**config.mk**
```make
export PLATFORM = sky130hd
export DESIGN_NAME = linebuf_window9
export DESIGN_NICKNAME = d
export VERILOG_FILES = /design/src/rtl/linebuf_window9.sv
export SDC_FILE = /design/constraint.sdc
export NUM_CORES = 2
export LEC_CHECK = 0
export BUFFER_PORTS_ARGS = -buffer_cell sky130_fd_sc_hd__clkbuf_2
export CAP_MARGIN = 25
export CORE_MARGIN = 2
export CORE_UTILIZATION = 32
export CTS_BUF_LIST = sky130_fd_sc_hd__clkbuf_16
export DETAILED_ROUTE_END_ITERATION = 10
export PLACE_DENSITY = 0.54
export SYNTH_ARGS = -nofsm -noshare
export SYNTH_HDL_FRONTEND = slang
export SYNTH_SLANG_ARGS = --single-unit
export TNS_END_PERCENT = 5
```
**constraint.sdc**
```tcl
create_clock -name clk -period 12.75 [get_ports clk]
set_input_delay 1.275 -clock clk [delete_from_list [all_inputs] [get_ports clk]]
set_output_delay 1.275 -clock clk [all_outputs]
set_load 0.02 [all_outputs]
```
**src/rtl/linebuf_window9.sv**
```systemverilog
// rtl/linebuf_window9.sv - 9x9 sliding-window generator over a raster pixel stream
// Eight chained line buffers feed the new right-hand column of a 9x9 shift register.
module linebuf_window9 #(
  parameter int IMG_W = 28,
  parameter int IMG_H = 28
) (
  input  logic       clk,
  input  logic       rst_n,
  input  logic [6:0] pix_in,
  input  logic       pix_valid,
  input  logic       pix_sof,
  output logic       pix_ready,
  output logic [6:0] xarray [0:80],
  output logic       win_valid,
  input  logic       win_ready,
  output logic       frame_done
);
  localparam int CW = $clog2(IMG_W);
  localparam int RW = $clog2(IMG_H);

  logic [CW-1:0] r_col;
  logic [RW-1:0] r_row;
  logic          r_win_valid;
  logic          r_frame_done;
  logic [6:0]    r_win [0:80];
  logic [6:0]    r_lb [0:7][0:IMG_W-1];

  logic          w_acc;
  logic [CW-1:0] w_col;
  logic [RW-1:0] w_row;
  logic          w_col_last;
  logic          w_row_last;
  logic          w_win_done;
  logic [6:0]    w_new_col [0:8];

  assign pix_ready = rst_n && (!r_win_valid || win_ready);
  assign w_acc     = pix_valid && pix_ready;

  // A start-of-frame pixel lands at (0,0) whatever the counters hold.
  assign w_col      = pix_sof ? '0 : r_col;
  assign w_row      = pix_sof ? '0 : r_row;
  assign w_col_last = (w_col == CW'(IMG_W - 1));
  assign w_row_last = (w_row == RW'(IMG_H - 1));
  assign w_win_done = w_acc && (w_row >= RW'(8)) && (w_col >= CW'(8));

  always_comb begin
    for (int k = 0; k < 8; k++) begin
      w_new_col[k] = r_lb[7-k][w_col];
    end
    w_new_col[8] = pix_in;
  end

  always_ff @(posedge clk) begin
    if (!rst_n) begin
      r_col        <= '0;
      r_row        <= '0;
      r_frame_done <= 1'b0;
      r_win_valid  <= 1'b0;
    end else begin
      r_frame_done <= w_acc && w_col_last && w_row_last;
      if (w_acc) begin
        if (w_col_last) begin
          r_col <= '0;
          r_row <= w_row_last ? '0 : w_row + RW'(1);
        end else begin
          r_col <= w_col + CW'(1);
          r_row <= w_row;
        end
      end
      if (w_win_done) begin
        r_win_valid <= 1'b1;
      end else if (win_ready) begin
        r_win_valid <= 1'b0;
      end
    end
  end

  // pix_ready stalls while a window is pending, so shifting never clobbers an untaken window.
  always_ff @(posedge clk) begin
    if (!rst_n) begin
      for (int i = 0; i < 81; i++) begin
        r_win[i] <= '0;
      end
    end else if (w_acc) begin
      for (int r = 0; r < 9; r++) begin
        for (int c = 0; c < 8; c++) begin
          r_win[r*9+c] <= r_win[r*9+c+1];
        end
        r_win[r*9+8] <= w_new_col[r];
      end
    end
  end

  always_ff @(posedge clk) begin
    if (w_acc) begin
      r_lb[0][w_col] <= pix_in;
      for (int k = 1; k < 8; k++) begin
        r_lb[k][w_col] <= r_lb[k-1][w_col];
      end
    end
  end

  assign xarray     = r_win;
  assign win_valid  = r_win_valid;
  assign frame_done = r_frame_done;

endmodule
```
==> impl_metrics.tcl <==
set metrics [dict create \
    p_int_mw 11.2 \
    finalSetupTns_ps 0 \
    swShare_pct 23.5 \
    finalSetupViolCount 0 \
    min_from "xarray[304]" \
    worst_setup_path_start_kind "flip-flop" \
    grt-ovfl-total 0 \
    cp-end-kind "flip-flop" \
    synth_warnings 0 \
    netlist_instances 6231 \
    vias 53774 \
    p_leak_nw 34.7 \
    fp-row-count 186 \
    yosysSeqAreaShare_pct 71.0 \
    worst_path_most_repeated_cell "buf_4" \
    hp-class "reg2reg" \
    core-area_sq_um 257000 \
    crit_required_ps 13020 \
    worst_slack_ps 6820 \
    post_cts_resized 0 \
    synthArstFlopShare_pct 0 \
    io_buffers 581 \
    grt_pass1_vias 51071 \
    numCtsBuffers 203 \
    cts_setup_buffers 0 \
    rr_startpoint "r_col[0]" \
    final_core_util_pct 37.3 \
    layout.nets 6694 \
    rr_worst_depth 9 \
    wirelength_um 255000 \
    maxCapViolations 0 \
    max_freq_mhz 169 \
    drive_above_1_share_pct 18.1 \
    drtPass1Iterations 6 \
    ir_drop_v 0.000116 \
    synthesis.nets 6249 \
    status "finished, final reports clean" \
    avgSynthCellArea_sq_um 13.3 \
    critical_path_arrival_ps 6200 \
    dp_slack_ps 6020 \
    cts-root-buf "clkbuf_16" \
    grt_usage_pct 18.6 \
    die_x_um 512 \
    crit_type "reg2reg" \
    slew_headroom_pct 21.0 \
    wire_per_inst_um 24.9 \
    p_sw_mw 3.45 \
    slowest_delay_ps 840 \
    clkPwrFrac_pct 40.7 \
    ys_seq_elements 2147 \
    p_seq_share_pct 52.8 \
    ys_types 57 \
    hold_path_end "xarray[311]" \
    rsz0062_at_grt "false" \
    cts_buffer_depth 3 \
    cts-hold-fix-buffers 0 \
    crit_chain "buf_4 -> buf_4 -> buf_4 -> buf_4 -> mux2_2 -> a21oi_1 -> o221ai_1 -> a32oi_1 -> nand3_1" \
    cp.buffers_inverters 4 \
    dp_hpwl_um 142000 \
    grt_pass1_wl_um 363000 \
    syn_area_sq_um 82600 \
    place_congestion 0.829 \
    power_density_nw_per_um2 153 \
    reg2reg_slack_ps 6820 \
    p_comb_share_pct 6.4 \
    finalHoldViolCount 0 \
    maxSlewViolCount 0 \
    area_growth_pct 15.9 \
    critPathSlowestCell "nand3_1" \
    grt_start_max_net_pins 197 \
    crit_family "buffers and inverters" \
    synth_ff_type "edfxtp_1" \
    drtIter0Drc 5718 \
    fill_cells 24397 \
    insertion_delay_ps 860 \
    timing.final.crit_share_pct 46.5 \
    num_io_pins 582 \
    min_path_cells 2 \
    die_h_um 512 \
    antenna_found_initial 6 \
    die_area_sq_um 262000 \
    clock_sinks 2147 \
    start_util_pct 32.2 \
    crit_fanout 57 \
    cts_tree "built" \
    cts.clk_slew.worst_paths_ps 60 \
    fin_crit_ps 5930 \
    antenna_left 0 \
    synth_edf_count 1568 \
    worstMarginPinSlew_ps 1190 \
    r2r_end "r_lb[1][598]" \
    remaining_drc_errors 0 \
    fin_skew_ps 32.9 \
    htree_levels 4 \
    via_per_inst 5.25 \
]
==> synthesized netlist by cell type (6+ instances only) <==
cell type	n	area (sq um)
edfxtp_1	1568	47100
nand2_1	1353	5080
nand3_1	669	3350
dfxtp_1	579	11600
mux2i_1	361	3610
clkbuf_1	261	980
a211oi_1	201	1510
nor2b_1	163	1020
o221ai_1	145	1270
buf_2	127	636
a21oi_1	118	591
mux2_2	72	811
nor2_1	71	267
a211oi_2	70	876
a22oi_1	65	488
a311oi_1	48	420
buf_4	40	300
a41oi_1	39	342
a32oi_2	32	521
buf_1	28	105
a31oi_1	25	156
o21ai_0	23	115
a221oi_1	17	149
nand2b_1	17	106
a32oi_1	16	140
o31ai_1	16	120
buf_6	13	146
and2_1	10	62.6
a41oi_2	9	146
nor3_1	9	45.0
o211a_1	8	80.1
o21ai_1	8	40.0
ha_1	6	75.1
mux2_1	6	67.6
==> power by group through the flow <==
stage,combinational (mW),sequential [mW],clock [mW]
finish,0.942,7.75,5.98
detailed placement,0.914,7.91,0
global placement,0.896,7.91,0
global route,1.01,7.76,6.34
CTS,0.916,7.76,6.08
floorplan,0.541,7.92,0
==> worst max path at each step <==
stage / from / end / slack, ps / cells past startpoint
floorplan: pix_sof / r_lb[0][112] / 5870 / 9
global placement: pix_sof / r_lb[0][673] / 6130 / 8
detailed placement: pix_sof / r_lb[0][735] / 6020 / 8
CTS: r_col[0] / r_lb[0][735] / 6760 / 9
global route: r_col[0] / r_lb[1][605] / 6430 / 9
finish: r_col[0] / r_lb[1][598] / 6820 / 9
==> layer usage <==
layer | global-route usage (%) | share of wire [%] | vias to the layer above
met5 | 0 | 0.0051 | -
met4 | 5.54 | 2.8 | 2
met3 | 3.39 | 6.9 | 409
met2 | 31.7 | 49 | 2073
met1 | 24.1 | 41 | 27208
li1 | - | - | 24082
==> area by class of cell <==
cell class | count | area [sq um] | area share (%)
sequential | 2147 | 58700 | 61.3
multi-input combinational | 3607 | 22000 | 22.9
clock buffer | 205 | 5130 | 5.36
timing repair buffer | 711 | 4260 | 4.45
tap | 3384 | 4230 | 4.42
clock inverter | 181 | 1400 | 1.47
inverter | 6 | 36.3 | 0.0379
antenna | 2 | 5.00 | 0.00523
==> worst reg2reg max path: stages (launching register included) <==
cell	delay (ps)
dfxtp_4	610
buf_4	580
buf_4	610
buf_4	670
buf_4	860
mux2_2	460
a21oi_1	150
o221ai_1	150
a32oi_1	410
nand3_1	840
==> metrics by stage <==
step	instances	instance area (sq um)	power [mW]	hold slack [ps]
floorplan	6231	82600	8.46	459
global placement	9831	88700	8.80	440
detailed placement	9839	88900	8.82	443
CTS	10225	95400	14.8	452
global route	10243	95700	15.1	466
finish	10243	95700	14.7	444
==> sequential cells by signal (all words and copies together) (netlist names) <==
name        cells
r_col           5
r_lb         1568
frame_done      1
xarray        567
r_row           5
win_valid       1
==> logic make-up after synthesis <==
family	Yosys count	share of synthesized area [%]
AO/OA/AOI/OAI	849	8.51
adder cells (fa/ha/maj)	6	0.0909
buffers and inverters	477	2.67
flip-flops	2147	71.0
multiplexers	440	5.47
AND/OR/NAND/NOR	2312	12.2
==> layout by cell type (no fill, tap or decap), types with 13 or more instances in the layout <==
| cell type | Yosys | routed |
|---|---|---|
| o21ai_0 | 23 | 23 |
| nor2_4 | 0 | 17 |
| a211oi_1 | 201 | 201 |
| nand3_1 | 669 | 668 |
| o221ai_1 | 145 | 145 |
| nand2_1 | 1353 | 1353 |
| edfxtp_1 | 1568 | 1568 |
| a21oi_1 | 118 | 118 |
| dfxtp_1 | 579 | 576 |
| a32oi_1 | 16 | 16 |
| a311oi_1 | 48 | 48 |
| mux2i_1 | 361 | 361 |
| buf_4 | 40 | 100 |
| a31oi_1 | 25 | 25 |
| inv_1 | 4 | 48 |
| a22oi_1 | 65 | 65 |
| clkbuf_2 | 0 | 579 |
| a211oi_2 | 70 | 70 |
| bufinv_16 | 0 | 18 |
| nor2b_1 | 163 | 163 |
| clkbuf_16 | 0 | 206 |
| clkinv_1 | 0 | 44 |
| nor2_1 | 71 | 54 |
| a41oi_1 | 39 | 39 |
| nand2b_1 | 17 | 13 |
| a221oi_1 | 17 | 17 |
| inv_6 | 0 | 13 |
| buf_8 | 0 | 13 |
| o31ai_1 | 16 | 16 |
| a32oi_2 | 32 | 32 |
| clkinv_2 | 0 | 39 |
| mux2_2 | 72 | 72 |
Note: power is estimated with default switching activity, not from simulation.
